File: src/rtl/seq_mult_16_pkg.sv
`default_nettype none
// ============================================================================
// Module   : seq_mult_16_pkg
// Brief    : Shared state encodings and iteration bound for seq_mult_16.
// Revision : 1.0 - initial release
// ============================================================================
package seq_mult_16_pkg;

    localparam logic [1:0] ST_IDLE   = 2'd0;
    localparam logic [1:0] ST_CALC   = 2'd1;
    localparam logic [1:0] ST_DONE   = 2'd2;

    // Counter value during the 16th (final) shift-and-add step.
    localparam logic [3:0] ITER_LAST = 4'd15;

endpackage
`default_nettype wire

File: src/rtl/seq_mult_16_bit_16.sv
`default_nettype none
// ============================================================================
// Module   : bit_16
// Brief    : 16-bit two-level carry-lookahead adder (4 groups of 4 bits).
// Revision : 1.0 - initial release
// ============================================================================
module bit_16 (
    input  logic [15:0] a,
    input  logic [15:0] b,
    input  logic        cin,
    output logic [15:0] sum,
    output logic        cout,
    output logic        p,
    output logic        g
);

    logic [15:0] w_bp;
    logic [15:0] w_bg;
    logic [3:0]  w_gp;
    logic [3:0]  w_gg;
    logic [4:0]  w_gc;

    assign w_bp = a ^ b;
    assign w_bg = a & b;

    genvar gi;
    generate
        for (gi = 0; gi < 4; gi++) begin : g_group
            logic [3:0] w_p;
            logic [3:0] w_g;
            logic [3:0] w_c;

            assign w_p = w_bp[4*gi +: 4];
            assign w_g = w_bg[4*gi +: 4];

            assign w_gp[gi] = &w_p;
            assign w_gg[gi] = w_g[3]
                            | (w_p[3] & w_g[2])
                            | (w_p[3] & w_p[2] & w_g[1])
                            | (w_p[3] & w_p[2] & w_p[1] & w_g[0]);

            // In-group carries all derive from the group carry-in in one level.
            assign w_c = {
                w_g[2] | (w_p[2] & w_g[1]) | (w_p[2] & w_p[1] & w_g[0])
                       | (w_p[2] & w_p[1] & w_p[0] & w_gc[gi]),
                w_g[1] | (w_p[1] & w_g[0]) | (w_p[1] & w_p[0] & w_gc[gi]),
                w_g[0] | (w_p[0] & w_gc[gi]),
                w_gc[gi]
            };

            assign sum[4*gi +: 4] = w_p ^ w_c;
        end
    endgenerate

    assign w_gc[0] = cin;
    assign w_gc[1] = w_gg[0] | (w_gp[0] & cin);
    assign w_gc[2] = w_gg[1] | (w_gp[1] & w_gg[0]) | (w_gp[1] & w_gp[0] & cin);
    assign w_gc[3] = w_gg[2] | (w_gp[2] & w_gg[1]) | (w_gp[2] & w_gp[1] & w_gg[0])
                   | (w_gp[2] & w_gp[1] & w_gp[0] & cin);

    assign g = w_gg[3] | (w_gp[3] & w_gg[2]) | (w_gp[3] & w_gp[2] & w_gg[1])
             | (w_gp[3] & w_gp[2] & w_gp[1] & w_gg[0]);
    assign p = &w_gp;

    assign w_gc[4] = g | (p & cin);
    assign cout    = w_gc[4];

endmodule
`default_nettype wire

File: src/rtl/seq_mult_16.sv
`default_nettype none
// ============================================================================
// Module   : seq_mult_16
// Brief    : Unsigned 16x16->32 shift-and-add multiplier, one partial product
//            per clock, valid/ready handshake on operands and product.
// Revision : 1.0 - initial release
// ============================================================================
module seq_mult_16
    import seq_mult_16_pkg::*;
#(
    parameter int WIDTH = 16
) (
    input  logic                 clk,
    input  logic                 rst_n,
    input  logic                 in_valid,
    output logic                 in_ready,
    input  logic [WIDTH-1:0]     a,
    input  logic [WIDTH-1:0]     b,
    output logic                 out_valid,
    input  logic                 out_ready,
    output logic [2*WIDTH-1:0]   product
);

    generate
        if (WIDTH != 16) begin : g_width_check
            $error("seq_mult_16: WIDTH must be 16 (bit_16 adder is fixed width)");
        end
    endgenerate

    logic [1:0]           r_state;
    logic [1:0]           w_state_nxt;
    logic [3:0]           r_cnt;
    logic [WIDTH-1:0]     r_mcand;
    logic [2*WIDTH-1:0]   r_acc;
    logic [2*WIDTH-1:0]   r_product;

    logic [WIDTH-1:0]     w_addend;
    logic [WIDTH-1:0]     w_sum;
    logic                 w_cout;
    logic [2*WIDTH-1:0]   w_acc_nxt;
    logic                 w_unused_p;
    logic                 w_unused_g;

    // Multiplier bits sit in the low half of acc and are consumed LSB-first.
    assign w_addend  = r_acc[0] ? r_mcand : '0;
    assign w_acc_nxt = {w_cout, w_sum, r_acc[WIDTH-1:1]};

    bit_16 u_adder (
        .a    (r_acc[2*WIDTH-1:WIDTH]),
        .b    (w_addend),
        .cin  (1'b0),
        .sum  (w_sum),
        .cout (w_cout),
        .p    (w_unused_p),
        .g    (w_unused_g)
    );

    always_ff @(posedge clk or negedge rst_n) begin
        if (!rst_n) begin
            r_state <= ST_IDLE;
        end else begin
            r_state <= w_state_nxt;
        end
    end

    always_comb begin
        w_state_nxt = r_state;
        in_ready    = 1'b0;
        out_valid   = 1'b0;
        case (r_state)
            ST_IDLE: begin
                in_ready = 1'b1;
                if (in_valid) begin
                    w_state_nxt = ST_CALC;
                end
            end
            ST_CALC: begin
                if (r_cnt == ITER_LAST) begin
                    w_state_nxt = ST_DONE;
                end
            end
            ST_DONE: begin
                out_valid = 1'b1;
                if (out_ready) begin
                    w_state_nxt = ST_IDLE;
                end
            end
            default: begin
                w_state_nxt = ST_IDLE;
            end
        endcase
    end

    always_ff @(posedge clk or negedge rst_n) begin
        if (!rst_n) begin
            r_cnt     <= '0;
            r_mcand   <= '0;
            r_acc     <= '0;
            r_product <= '0;
        end else begin
            case (r_state)
                ST_IDLE: begin
                    if (in_valid) begin
                        r_mcand <= a;
                        r_acc   <= {{WIDTH{1'b0}}, b};
                        r_cnt   <= '0;
                    end
                end
                ST_CALC: begin
                    r_acc <= w_acc_nxt;
                    r_cnt <= r_cnt + 4'd1;
                    if (r_cnt == ITER_LAST) begin
                        r_product <= w_acc_nxt;
                    end
                end
                default: begin
                end
            endcase
        end
    end

    assign product = r_product;

endmodule
`default_nettype wire

File: config.mk
export PLATFORM = sky130hd
export DESIGN_NAME = seq_mult_16
export DESIGN_NICKNAME = d
export VERILOG_FILES = /design/src/rtl/seq_mult_16_pkg.sv /design/src/rtl/seq_mult_16_bit_16.sv /design/src/rtl/seq_mult_16.sv
export SDC_FILE = /design/constraint.sdc
export NUM_CORES = 1
export LEC_CHECK = 0
export CAP_MARGIN = 20
export CELL_PAD_IN_SITES_DETAIL_PLACEMENT = 1
export CELL_PAD_IN_SITES_GLOBAL_PLACEMENT = 1
export CORE_ASPECT_RATIO = 1.2
export CORE_MARGIN = 5
export CORE_UTILIZATION = 36
export CTS_CLUSTER_DIAMETER = 80
export DETAILED_ROUTE_END_ITERATION = 10
export PLACE_DENSITY = 0.79
export SYNTH_ARGS = -nofsm -noshare
export SYNTH_HDL_FRONTEND = slang
export SYNTH_SLANG_ARGS = --single-unit
File: constraint.sdc
create_clock -name clk -period 2.4 [get_ports clk]
set_input_delay 0.36 -clock clk [delete_from_list [all_inputs] [get_ports clk]]
set_output_delay 0.36 -clock clk [all_outputs]
set_load 0.005 [all_outputs]
==> impl_metrics.ini <==
[route]
postRouteWirelength_um = 13460
vias_per_cell = 5.193
dr_total_vias = 3765
wl_per_cell_um = 18.57
drt_iter0_drc = 95
ant_nets = 0
firstDrtPassIters = 4
drc = 0

[global_route]
grtUsageTotal_pct = 20.07
grt_max_degree = 45
grt_pass1_vias = 4256
grt_pass1_wl_um = 21400
antenna_found_initial = 0
overflow = 0

[finish]
final_cells = 725
post-route-util_pct = 51.77
num-fill-cells = 1305
diodes = 0
drive_gt1_share_pct = 20.07
nNetsFinal = 620
area.growth.synth_to_final_pct = 42.44

[synth]
synthDistinctLibCells = 42
syn_nets = 515
yosys_most_used_dff = dfrtp_1
syn_inst = 458
async_flop_share_pct = 100.0
avgSynthCellArea_um2 = 9.051
netlist_area_mm2 = 0.004145
synth_edf_count = 0
ys_seq_elements = 86
ys_seq_area_share_pct = 51.92
yosysWarnings = 0

[pwr]
p_leak_nw = 2.699
max-vdd-ir-drop_mv = 0.5016
power_density_mw_per_mm2 = 1538

[sta]
hold_ws_ns = 0.001002
maxSlewViolCount = 0
post-route-min-period_ns = 2.623
hold_violations = 0
worst_pin_slew_ns = 0.5770
fmax_ghz = 0.3813
rsz0062_at_grt = yes
fin_skew_ns = 0.008946
fin_crit_sh_pct = 109.3
fin_ws_ns = -0.2229
setup_viol = 14
relSlewSlack_pct = 61.53

[floorplanning]
fp.dieH_um = 127.5
fp.coreArea_mm2 = 0.01141
dieWidth_um = 108.0
num_rows = 43
dieArea_mm2 = 0.01377
io_pins = 70
start_util_pct = 36.34

[cts]
root_buffer = clkbuf_16
htree_levels = 3
path_clk_slew_ns = 0.07
clock-sinks = 86
cts_hold_buf = 0
cts.path.max_buffers = 2
cts_tree = done
cts_buffers = 9
insertion_delay_ns = 0.35

[job]
drv_cap = 0

[worst_setup_path]
critPathKind = reg -> reg
ff2ff_setup_slack_ns = -0.22
path_cells = buf_12, and2_4, ha_4, a21o_1, a21o_1, a21o_1, a21oi_4, inv_2, fa_2, xnor2_2, o21ai_1
arrival_ns = 2.84
critical_path_cell_count = 11
cp-start-kind = flip-flop
cp.buffers_inverters = 2
critical-path-top-delay-family = compound AO/OA/AOI/OAI gates
cpMostUsedCell = a21o_1
r2r-start = r_acc[0]$_DFFE_PN0P_
worstSetupStartpoint = r_acc[0]$_DFFE_PN0P_
cp-endpoint = r_acc[28]$_DFFE_PN0P_
r2r-end = r_acc[28]$_DFFE_PN0P_
cp_slowest_cell = dfrtp_2
cp.required_ns = 2.61
slowest_delay_ns = 0.45
endpoint_kind = flip-flop
worstPathMaxFanout = 7
reg2reg_depth = 11

[worst_hold_path]
holdCritPathClass = in -> async

[outcome]
status = finished, violations left
failed_checks = setup timing

[placement]
dp_slack_ns = -0.1381
place_congestion = 0.8679
portBuffers = 69
placed_cells = 695
place_hpwl_um = 8511
through the flow:
stage | total power, mW | setup TNS, ns | area, um2
finish | 9.081 | -1.242 | 5904
floorplan | 4.938 | -0.002664 | 4222
global placement | 6.493 | -0.1633 | 5290
detailed placement | 6.753 | -0.9422 | 5290
global route | 9.710 | -2.700 | 5904
CTS | 8.793 | -0.3964 | 5827
placed cells by master (no fill, tap or decap), drive strengths merged:
| cell type | netlist | routed |
|---|---|---|
| a211oi | 2 | 2 |
| a21o | 5 | 5 |
| a21oi | 9 | 9 |
| a221o | 1 | 1 |
| a221oi | 1 | 1 |
| a22oi | 1 | 1 |
| a31oi | 5 | 5 |
| a41o | 1 | 1 |
| and2 | 17 | 17 |
| and3 | 1 | 1 |
| and4 | 1 | 1 |
| buf | 3 | 49 |
| bufinv | 0 | 1 |
| clkbuf | 20 | 10 |
| clkdlybuf4s50 | 0 | 68 |
| clkinv | 0 | 2 |
| clkinvlp | 0 | 2 |
| dfrtp | 86 | 86 |
| fa | 4 | 4 |
| ha | 17 | 17 |
| inv | 10 | 11 |
| nand2 | 131 | 131 |
| nand2b | 3 | 3 |
| nand3 | 18 | 18 |
| nand4 | 3 | 3 |
| nand4b | 2 | 2 |
| nor2 | 40 | 40 |
| nor2b | 1 | 1 |
| nor3 | 4 | 4 |
| o21a | 3 | 3 |
| o21ai | 37 | 37 |
| o21bai | 1 | 1 |
| o22ai | 16 | 16 |
| o31ai | 1 | 1 |
| or2 | 1 | 1 |
| or3 | 2 | 2 |
| or4 | 1 | 1 |
| xnor2 | 4 | 4 |
| xor2 | 6 | 6 |
layout make-up:
cell class                      count  area, um2  share of cell area, %
Tap cell                          157      196.4                  3.327
Timing Repair Buffer              117       1094                  18.52
Clock buffer                       10      229.0                  3.878
Multi-Input combinational cell    339       2123                  35.96
Clock inverter                      6      71.32                  1.208
Inverter                           10      37.54                 0.6357
Sequential cell                    86       2153                  36.47
cell families after synthesis:
kind of cell    Yosys count  share of synthesized area (%)
flops                    86                          51.92
compound gates           83                          12.59
fa+ha+maj                21                          7.063
xor+xnor                 10                          2.113
buf+inv                  33                          2.988
simple gates            225                          23.33
repair_timing:
item,in CTS,in global routing
endpoints found under the setup margin,13,18
resized for setup,29,17
buffers inserted,8,7
pin swaps,17,17
gates cloned,1,0
flip-flops by register name, summed over array words and instances, names as in the netlist:
name / cells
r_cnt: 4
r_state: 2
r_acc: 32
product: 32
r_mcand: 16
metal layers:
metal	wire, um	global-route usage, %
met4	600	11.66
met3	455	3.537
met1	5436	22.93
met5	0	0
met2	6970	34.92
worst min-delay path by stage:
stage                     startpoint                      to  slack (ns)  cells after the start
after floorplan                rst_n  product[0]$_DFFE_PN0P_        0.06                      0
after global placement         rst_n  product[4]$_DFFE_PN0P_        0.39                      1
after detailed placement       rst_n  product[5]$_DFFE_PN0P_        0.39                      1
after CTS                      rst_n  product[5]$_DFFE_PN0P_        0.03                      1
after global routing           rst_n  product[5]$_DFFE_PN0P_        0.05                      1
final                          rst_n  product[5]$_DFFE_PN0P_       0.001                      1
synthesized netlist by cell type, types with 2 or more instances:
cell type	instances	area share, %
a21o_1	3	0.54
a21o_2	2	0.42
a21oi_1	8	0.97
a31oi_1	5	0.75
and2_1	17	2.6
buf_1	3	0.27
clkbuf_1	20	1.8
dfrtp_1	86	52
fa_1	4	1.9
ha_1	17	5.1
inv_1	9	0.81
nand2_1	131	12
nand2b_1	3	0.45
nand3_1	18	2.2
nand4_1	3	0.45
nand4b_1	2	0.42
nor2_1	40	3.6
nor3_1	3	0.36
o21a_1	3	0.54
o21ai_0	34	4.1
o21ai_1	2	0.24
o22ai_1	16	2.4
or3_1	2	0.30
xnor2_1	4	0.85
xor2_1	6	1.3
report_power, final:
part | internal, mW | switching, mW
sequential | 2.16 | 0.540
clock | 0.815 | 0.617
combinational | 2.47 | 2.48
Power figures use the tool's default switching activity.
